===== src/rtl/fpu_seq_ctrl.sv =====
// Sequencing controller for the add/sub/mul/div float cores: one request at a time,
// one-shot issue pulse, wait for the core's result, return it. Optional WAIT abort: `FPU_SEQ_TIMEOUT_EN`.
module fpu_seq_ctrl #(
  parameter int TIMEOUT_CYC = 64,
  parameter int CNT_W       = 16
) (
  input  logic             clk,
  input  logic             rst_n,
  input  logic             req_valid,
  output logic             req_ready,
  input  logic [1:0]       req_op,
  input  logic [31:0]      req_a,
  input  logic [31:0]      req_b,
  output logic [31:0]      core_a,
  output logic [31:0]      core_b,
  output logic [3:0]       core_sel,
  input  logic [3:0]       core_tvalid,
  input  logic [31:0]      core_add_data,
  input  logic [31:0]      core_sub_data,
  input  logic [31:0]      core_mul_data,
  input  logic [31:0]      core_div_data,
  output logic             resp_valid,
  input  logic             resp_ready,
  output logic [31:0]      resp_data,
  output logic [1:0]       resp_op,
  output logic             resp_err,
  output logic             busy,
  output logic [CNT_W-1:0] op_count
);

  typedef enum logic [1:0] {IDLE, ISSUE, WAIT, RESP} state_t;

  state_t      state;
  logic [1:0]  op_reg;
  logic [31:0] sel_data;
  logic        hit;
  logic        timeout_hit;

  always_comb begin
    sel_data = core_add_data;
    case (op_reg)
      2'd0: sel_data = core_add_data;
      2'd1: sel_data = core_sub_data;
      2'd2: sel_data = core_mul_data;
      2'd3: sel_data = core_div_data;
      default: sel_data = core_add_data;
    endcase
  end

  // Only the issued core's tvalid matters; other bits may carry stale results.
  assign hit       = core_tvalid[op_reg];
  assign req_ready = (state == IDLE);
  assign busy      = (state != IDLE);

`ifdef FPU_SEQ_TIMEOUT_EN
  localparam logic [7:0] WAIT_LAST = 8'(TIMEOUT_CYC - 1);
  logic [7:0] wait_cnt;
  logic       err_reg;
  assign timeout_hit = (wait_cnt == WAIT_LAST);
  assign resp_err    = err_reg;
`else
  logic unused_cfg;
  assign unused_cfg  = (TIMEOUT_CYC > 0);
  assign timeout_hit = 1'b0;
  assign resp_err    = 1'b0;
`endif

  always_ff @(posedge clk or negedge rst_n) begin
    if (!rst_n) begin
      state      <= IDLE;
      op_reg     <= 2'd0;
      core_a     <= 32'd0;
      core_b     <= 32'd0;
      core_sel   <= 4'd0;
      resp_valid <= 1'b0;
      resp_data  <= 32'd0;
      resp_op    <= 2'd0;
      op_count   <= '0;
`ifdef FPU_SEQ_TIMEOUT_EN
      wait_cnt   <= 8'd0;
      err_reg    <= 1'b0;
`endif
    end else begin
      case (state)
        IDLE: begin
          if (req_valid) begin
            op_reg   <= req_op;
            core_a   <= req_a;
            core_b   <= req_b;
            core_sel <= 4'b0001 << req_op;
            state    <= ISSUE;
          end
        end
        ISSUE: begin
          core_sel <= 4'd0;
`ifdef FPU_SEQ_TIMEOUT_EN
          wait_cnt <= 8'd0;
`endif
          state    <= WAIT;
        end
        WAIT: begin
          // A result arriving on the final allowed cycle beats the abort.
          if (hit) begin
            resp_data  <= sel_data;
            resp_op    <= op_reg;
            resp_valid <= 1'b1;
`ifdef FPU_SEQ_TIMEOUT_EN
            err_reg    <= 1'b0;
`endif
            state      <= RESP;
          end else if (timeout_hit) begin
            resp_data  <= 32'h7FC0_0000;
            resp_op    <= op_reg;
            resp_valid <= 1'b1;
`ifdef FPU_SEQ_TIMEOUT_EN
            err_reg    <= 1'b1;
`endif
            state      <= RESP;
          end else begin
`ifdef FPU_SEQ_TIMEOUT_EN
            wait_cnt <= wait_cnt + 8'd1;
`endif
          end
        end
        RESP: begin
          if (resp_ready) begin
            resp_valid <= 1'b0;
            op_count   <= op_count + 1'b1;
            state      <= IDLE;
          end
        end
        default: state <= IDLE;
      endcase
    end
  end

endmodule


===== config.mk =====
export PLATFORM = sky130hd
export DESIGN_NAME = fpu_seq_ctrl
export DESIGN_NICKNAME = d
export VERILOG_FILES = /design/src/rtl/fpu_seq_ctrl.sv
export SDC_FILE = /design/constraint.sdc
export NUM_CORES = 1
export LEC_CHECK = 0
export ABC_AREA = 0
export BUFFER_PORTS_ARGS = -buffer_cell sky130_fd_sc_hd__buf_2
export CORE_AREA = 2 2 127 129
export CTS_BUF_LIST = sky130_fd_sc_hd__clkbuf_16
export CTS_CLUSTER_SIZE = 8
export DETAILED_ROUTE_END_ITERATION = 8
export DIE_AREA = 0 0 129 131
export HOLD_SLACK_MARGIN = 0.08
export PLACE_DENSITY = 0.74
export SLEW_MARGIN = 20
export SYNTH_ARGS = -nofsm -noshare
export SYNTH_HDL_FRONTEND = slang
export SYNTH_SLANG_ARGS = --single-unit
export TNS_END_PERCENT = 10

===== constraint.sdc =====
create_clock -name clk -period 3.44 [get_ports clk]
set_input_delay 0 -clock clk [delete_from_list [all_inputs] [get_ports clk]]
set_output_delay 0 -clock clk [all_outputs]
set_load 0.01 [all_outputs]

==> metrics.cfg, run 1 <==
[cts]
htreeDepth = 4
clkSinkCount = 123
cts_root_buf = clkbuf_16
clockBufferDepth = 2
clk-insertion-delay-late_ns = 0.40
ctsHoldBuffers = 132
cts_buffers = 17
clk_pin_slew_worst_paths_ns = 0.06
postCtsResizedCells = 0
postCtsSetupRepairBufs = 0
cts_tree = done

[grt]
grt_max_degree = 123
antenna_found_initial = 0
grt_overflow = 0
grt_pass1_vias = 5336
grt_usage_pct = 20.72
grt_pass1_wl_um = 26840

[sta]
setup_tns_ns = 0
min_period_over_period_pct = 73.45
fin_worst_skew_ns = 0.006849
maxSlewViolCount = 0
finalHoldViolCount = 0
worstMarginPinSlew_ns = 0.7115
rsz0062_at_grt = no
max_freq_mhz = 395.8
period_needed_ns = 2.527
max_slew_margin_pct = 52.57
setup_viol = 0

[run_status]
status = finished clean

[final_layout]
syn_to_final_growth_pct = 64.51
drive_gt1_share_pct = 59.49
diodes = 0
num-nets-final = 1016
reg.largest.list = core_a: 32 flops, core_b: 32 flops, resp_data: 32 flops
fill_cells = 1177

[synth]
synthMuxAreaShare_pct = 34.79
synth_top_family_by_area = multiplexers
synth.yosys.seq_area_share_pct = 53.76
synth.most_common_cell = dfrtp_1
yosysTopAreaCell = dfrtp_1
synth_seq_cells = 123
synth_ff_type = dfrtp_1
synth_common_cells = dfrtp_1, mux2_2, mux4_2, mux2_4, xnor2_1
yosys_warnings = 0
synth.distinct_cells = 36
synthXorXnorAreaFrac_pct = 2.295
synthesis.nets = 559
synth_area_per_cell_um2 = 16.27
synth_area_um2 = 5725
synth_edf_count = 0
async_flop_share_pct = 100.0
synthCells = 352
yosys.area_share.simple_pct = 3.169
synthAdderAreaFrac_pct = 1.093
synth.top_cell.area_share_pct = 53.76
ys_top_cells_by_area = dfrtp_1, mux2_2, mux4_2, mux2_4, xnor2_1
synth_compound_area_share_pct = 1.879

[pwr]
p_per_area_nw_per_um2 = 833.2
peakVddDrop_mv = 0.4152
power_w = 0.007848
power_leakage_nw = 4.648

[floorplanning]
start_util_pct = 36.71
die_y_um = 131
dieArea_um2 = 16900
io_pins = 324
num_rows = 46
die_w_um = 129
core_area_um2 = 15600

[placement]
gp_congestion = 0.8037
io_buffers = 322
hpwl_um = 11150

[run]
max_cap_viol_count = 0

[worst_setup_path]
required_ns = 3.73
crit_slowest_cell = dlygate4sd3_1
critPathMaxStageDelay_ns = 0.61
setup.worst_path.start_class = flip-flop
path_class = flip-flop to flip-flop
cp_top_family = buffers and inverters
cp-end-kind = flip-flop
cp_cell_sequence = buf_4, mux4_2, dlygate4sd3_1, mux2_4
worst_ep_arrival_time_ns = 2.81
cp_max_fo = 34
cp_num_buf_inv = 2

[routing]
drt_iter0_drc = 171
drc = 0
vias = 4900
wirelength_um = 17670
wl_per_cell_um = 17.02
vias_per_cell = 4.721
final_antenna_net_count = 0
dr.pass1.iters = 4

[hold_path]
holdCritPathClass = input pin to flip-flop

==> report_power, final <==
part	leakage (nW)	switching [W]	total [W]	internal (W)
Sequential	1.49	0.000376	0.00250	0.00212
Clock	0.286	0.000663	0.00173	0.00107
Combinational	2.87	0.00155	0.00362	0.00207
Total	4.65	0.00259	0.00785	0.00526
==> cells in the final DEF, fill, tap and decap left out, drive strengths merged <==
| master | instances |
|---|---|
| nand2b | 1 |
| nor2 | 4 |
| and3 | 2 |
| xnor2 | 13 |
| o21ai | 1 |
| xor2 | 2 |
| nor4 | 2 |
| nand3b | 1 |
| clkinvlp | 2 |
| a21oi | 3 |
| nand2 | 11 |
| and4 | 1 |
| conb | 1 |
| o2bb2ai | 2 |
| nor2b | 1 |
| nand4 | 2 |
| mux2i | 1 |
| buf | 326 |
| mux2 | 100 |
| nor3 | 2 |
| nand3 | 7 |
| a31o | 1 |
| mux4 | 33 |
| bufinv | 2 |
| ha | 5 |
| dfrtp | 123 |
| dlygate4sd3 | 132 |
| inv | 11 |
| clkinv | 6 |
| a22o | 7 |
| clkbuf | 17 |
==> worst reg2reg max path, delay by kind of cell (launching register included) <==
| family | cells | cell delay (ns) |
|---|---|---|
| flip-flops | 1 | 0.38 |
| buffers and inverters | 2 | 1.12 |
| multiplexers | 2 | 0.92 |
==> per-stage QoR <==
step           hold WS, ns  std cells  worst slack, ns  cell area, µm²  util (%)
2_1_floorplan      -0.2956        352            1.619            5725         -
3_3_place_gp       -0.2086        874            1.371            7522     48.23
3_5_place_dp       -0.2082        874            1.320            7522     48.23
4_1_cts            0.09854       1038           0.9167            9419     60.39
5_1_grt             0.1113       1038           0.7915            9419     60.39
6_report            0.1215       1038           0.9132            9419     60.39
==> cell families after synthesis <==
logic type / Yosys count
flip-flops: 123
AND/OR/NAND/NOR: 34
adder cells (fa/ha/maj): 5
XOR/XNOR: 15
AO/OA/AOI/OAI: 14
multiplexers: 134
other: 1
buffers and inverters: 26
==> routing by layer <==
layer	global-route usage, %	wire length, µm	up-vias
met5	0	0	-
met4	8.951	518	0
met3	6.474	1390	43
met2	37.75	9335	243
met1	22.22	6423	2393
li1	-	-	2221
==> path summary, 6_finish.rpt <==
check	slack, ns	to	cells after the start	start
setup reg to reg	0.91	resp_data[2]$_DFFE_PN0P_	4	op_reg[0]$_DFFE_PN0P_
min in group asynchronous	0.21	resp_data[29]$_DFFE_PN0P_	3	rst_n
setup / recovery	0.91	resp_data[2]$_DFFE_PN0P_	4	op_reg[0]$_DFFE_PN0P_
hold / removal	0.12	resp_data[1]$_DFFE_PN0P_	3	core_div_data[1]
max in group asynchronous	2.65	resp_data[18]$_DFFE_PN0P_	3	rst_n
hold reg to reg	0.48	op_count[15]$_DFFE_PN0P_	1	op_count[15]$_DFFE_PN0P_
==> area by class of cell <==
type                    count  area [µm²]  area share, %
clock buffers              17       425.4          4.516
clock inverters            15       150.1          1.594
inverters                   6       22.52         0.2391
multi-input cells         203        2481          26.34
flip-flops and latches    123        3079          32.69
well taps                 216       270.3          2.869
repair buffers            458        2990          31.75
(Power assumes the default switching activity.)
==> inputs of run 2 (changes only) <==
==> constraint.sdc (replaced) <==
create_clock -name clk -period 2.4 [get_ports clk]
set_input_delay 0 -clock clk [delete_from_list [all_inputs] [get_ports clk]]
set_output_delay 0 -clock clk [all_outputs]
set_load 0.01 [all_outputs]
==> run 2 against run 1 <==
  * The flow now stops in 4_1_cts
  * Area after synthesis did not move
  * Synthesized cell count did not move
==> metrics.cfg, run 2 <==
[run_status]
status = aborted with a tool error
lastStage = 4_1_cts
error = [ERROR RSZ-0060] Max buffer count reached.

[placement]
gp_congestion = 0.8743  ; +8.8%
dpl_worst_slack_ns = 0.4600  ; -0.8603 ns
place_area_um2 = 7570  ; +0.63%
hpwl_um = 11990  ; +7.5%
io_buffers = 322  ; unchanged

[synth]
synth_area_per_cell_um2 = 16.27  ; unchanged
synth_ff_type = dfrtp_1
synth_compound_area_share_pct = 1.879  ; unchanged
synth_top_family_by_area = multiplexers
yosysTopAreaCell = dfrtp_1
synth_edf_count = 0  ; unchanged
synthesis.nets = 559  ; unchanged
synth.most_common_cell = dfrtp_1
synth_seq_cells = 123  ; unchanged
synth.distinct_cells = 36  ; unchanged
synth.yosys.seq_area_share_pct = 53.76  ; unchanged
synth_common_cells = dfrtp_1, mux2_2, mux4_2, mux2_4, xnor2_1
yosys_warnings = 0  ; unchanged
synthCells = 352  ; unchanged
yosys.area_share.simple_pct = 3.169  ; unchanged
async_flop_share_pct = 100.0  ; unchanged
ys_top_cells_by_area = dfrtp_1, mux2_2, mux4_2, mux2_4, xnor2_1
synthXorXnorAreaFrac_pct = 2.295  ; unchanged
synth.top_cell.area_share_pct = 53.76  ; unchanged
synth_area_um2 = 5725  ; unchanged
synthAdderAreaFrac_pct = 1.093  ; unchanged
synthMuxAreaShare_pct = 34.79  ; unchanged

[floorplanning]
die_y_um = 131  ; unchanged
io_pins = 324  ; unchanged
num_rows = 46  ; unchanged
die_w_um = 129  ; unchanged
start_util_pct = 36.71  ; unchanged

[cts]
postCtsResizedCells = 0  ; unchanged
postCtsSetupRepairBufs = 0  ; unchanged
cts_buffers = 17  ; unchanged
cts_root_buf = clkbuf_16
clockBufferDepth = 2  ; unchanged
clkSinkCount = 123  ; unchanged
htreeDepth = 4  ; unchanged
ctsHoldBuffers = 183  ; +39%

==> run 2: metrics by stage <==
step / util, % / std cells
after global placement: 48.53 / 877
after detailed placement: 48.53 / 877
after floorplan: - / 352
==> run 2: logic make-up after synthesis <==
group / count (synthesis)
XOR/XNOR: 15
other: 1
AO/OA/AOI/OAI: 14
adder cells (fa/ha/maj): 5
AND/OR/NAND/NOR: 34
buffers and inverters: 26
multiplexers: 134
flip-flops: 123
==> inputs of run 3 (changes only) <==
--- a/config.mk
+++ b/config.mk
@@ -7,13 +7,9 @@
 export LEC_CHECK = 0
 export ABC_AREA = 0
 export BUFFER_PORTS_ARGS = -buffer_cell sky130_fd_sc_hd__buf_2
-export CORE_AREA = 2 2 127 129
-export CTS_BUF_LIST = sky130_fd_sc_hd__clkbuf_16
-export CTS_CLUSTER_SIZE = 8
+export CORE_UTILIZATION = 25
 export DETAILED_ROUTE_END_ITERATION = 8
-export DIE_AREA = 0 0 129 131
-export HOLD_SLACK_MARGIN = 0.08
-export PLACE_DENSITY = 0.74
+export PLACE_DENSITY_LB_ADDON = 0.15
 export SLEW_MARGIN = 20
 export SYNTH_ARGS = -nofsm -noshare
 export SYNTH_HDL_FRONTEND = slang
==> run 3 against run 2 <==
  * The flow now finishes without violations
==> metrics.cfg, run 3 (same netlist as run 1, synthesis figures left out) <==
[run_status]
status = finished clean

[floorplanning]
num_rows = 55  ; +20%
core_area_um2 = 22570
start_util_pct = 25.37  ; -11 points
dieArea_um2 = 23510
die_w_um = 153.3  ; +19%
die_y_um = 153.3  ; +17%
io_pins = 324  ; unchanged

[routing]
drc = 0
vias = 4618
wirelength_um = 16710
dr.pass1.iters = 4
drt_iter0_drc = 121
final_antenna_net_count = 0
wl_per_cell_um = 15.87
vias_per_cell = 4.386

[sta]
setup_viol = 0
rsz0062_at_grt = no
setup_slack_ns = 0.4839
max_freq_mhz = 521.9
finalHoldViolCount = 0
max_slew_margin_pct = 56.57
fin_worst_skew_ns = 0.01059
min_period_over_period_pct = 79.84
setup_tns_ns = 0
maxSlewViolCount = 0
worstMarginPinSlew_ns = 0.6515
period_needed_ns = 1.916

[pwr]
power_w = 0.01082
clockPowerShare_pct = 23.9
power.switching_w = 0.003615
combPwrFrac_pct = 43.2
power_leakage_nw = 4.427
seqPwrFrac_pct = 32.9
peakVddDrop_mv = 0.5123
intPower_w = 0.007208
swShare_pct = 33.40
p_per_area_nw_per_um2 = 1203

[cts]
cts_tree = done
clkSinkCount = 123  ; unchanged
cts_root_buf = clkbuf_16
clk-insertion-delay-late_ns = 0.42
cts_buffers = 17  ; unchanged
postCtsSetupRepairBufs = 0  ; unchanged
clockBufferDepth = 2  ; unchanged
htreeDepth = 4  ; unchanged
clk_pin_slew_worst_paths_ns = 0.06

[worst_setup_path]
worst_ep_arrival_time_ns = 2.21
cp-end-kind = flip-flop
setup.worst_path.start_class = flip-flop
cp_max_fo = 34
required_ns = 2.69
path_class = flip-flop to flip-flop

[final_layout]
fill_cells = 2202
drive_gt1_share_pct = 64.32
final_common_cell = buf_2
seq_area_um2 = 3080
reg.largest.list = core_a: 32 flops, core_b: 32 flops, resp_data: 32 flops
diodes = 0
multi_input_area_um2 = 2481
most-common-layout-cells = buf_2, dfrtp_1, dlygate4sd3_1
syn_to_final_growth_pct = 57.15
num-nets-final = 962

[placement]
gp_congestion = 0.7484  ; -14%
io_buffers = 322  ; unchanged
hpwl_um = 12250  ; +2.2%
dpl_worst_slack_ns = 0.4416  ; -0.01837 ns

[grt]
grt_pass1_wl_um = 26790
met1_usage_pct = 15.78
grt_max_degree = 49
grtUsageMet2_pct = 26.05
grt_usage_pct = 14.60
grt_util_met3_pct = 4.820
antenna_found_initial = 0
grt_busiest_layer = met2
grt_overflow = 0
grt_pass1_vias = 5230

[hold_path]
holdCritPathClass = input pin to flip-flop

[run]
max_cap_viol_count = 0

[run 3: stage by stage]
| stage | area [µm²] | std cells | hold slack, ns | utilization, % |
|---|---|---|---|---|
| 2_1_floorplan | 5725 | 352 | -0.2956 | - |
| 3_3_place_gp | 7657 | 946 | 0.06299 | 33.92 |
| 3_5_place_dp | 7657 | 946 | 0.06916 | 33.92 |
| 4_1_cts | 8997 | 1053 | 0.002886 | 39.86 |
| 5_1_grt | 8997 | 1053 | 0.01213 | 39.86 |
| 6_report | 8997 | 1053 | 0.02779 | 39.86 |
[run 3: final cells by class]
cell class | count | share of cell area, %
flip-flops and latches | 123 | 34.24
multi-input cells | 203 | 27.58
repair buffers | 404 | 27.42
clock buffers | 18 | 4.770
well taps | 285 | 3.963
clock inverters | 14 | 1.780
inverters | 6 | 0.2503
[run 3: worst paths after layout]
| kind | slack [ns] | cells past startpoint | start | end |
|---|---|---|---|---|
| min in group asynchronous | 0.15 | 2 | rst_n | core_b[3]$_DFFE_PN0P_ |
| hold / removal | 0.03 | 3 | core_div_data[0] | resp_data[0]$_DFFE_PN0P_ |
| setup reg to reg | 0.48 | 3 | op_reg[0]$_DFFE_PN0P_ | resp_data[10]$_DFFE_PN0P_ |
| max in group asynchronous | 1.55 | 3 | rst_n | op_reg[1]$_DFFE_PN0P_ |
| hold reg to reg | 0.48 | 1 | op_count[15]$_DFFE_PN0P_ | op_count[15]$_DFFE_PN0P_ |
| setup / recovery | 0.48 | 3 | op_reg[0]$_DFFE_PN0P_ | resp_data[10]$_DFFE_PN0P_ |
[run 3: critical path: stages (launching register included)]
cell	delay, ns
dfrtp_2	0.36
buf_4	0.53
mux4_2	0.59
mux2_4	0.28
[run 3: power by group through the flow]
| stage | clock network, W | registers, W | logic, W |
|---|---|---|---|
| CTS | 0.00268 | 0.00357 | 0.00475 |
| global route | 0.00277 | 0.00370 | 0.00505 |
| floorplan | 0 | 0.00399 | 0.00262 |
| global placement | 0 | 0.00356 | 0.00458 |
| detailed placement | 0 | 0.00358 | 0.00465 |
| finish | 0.00259 | 0.00356 | 0.00467 |
[run 3: timing repair]
action / CTS / global route
hold endpoints to repair: 118 / 0
resized for setup: 0 / 0
hold buffers: 75 / 0
[run 3: routing by layer]
layer	wire (µm)	part of all wire, %
met1	6451	39
met2	8649	52
met3	1151	6.9
met4	456	2.7
met5	0	0
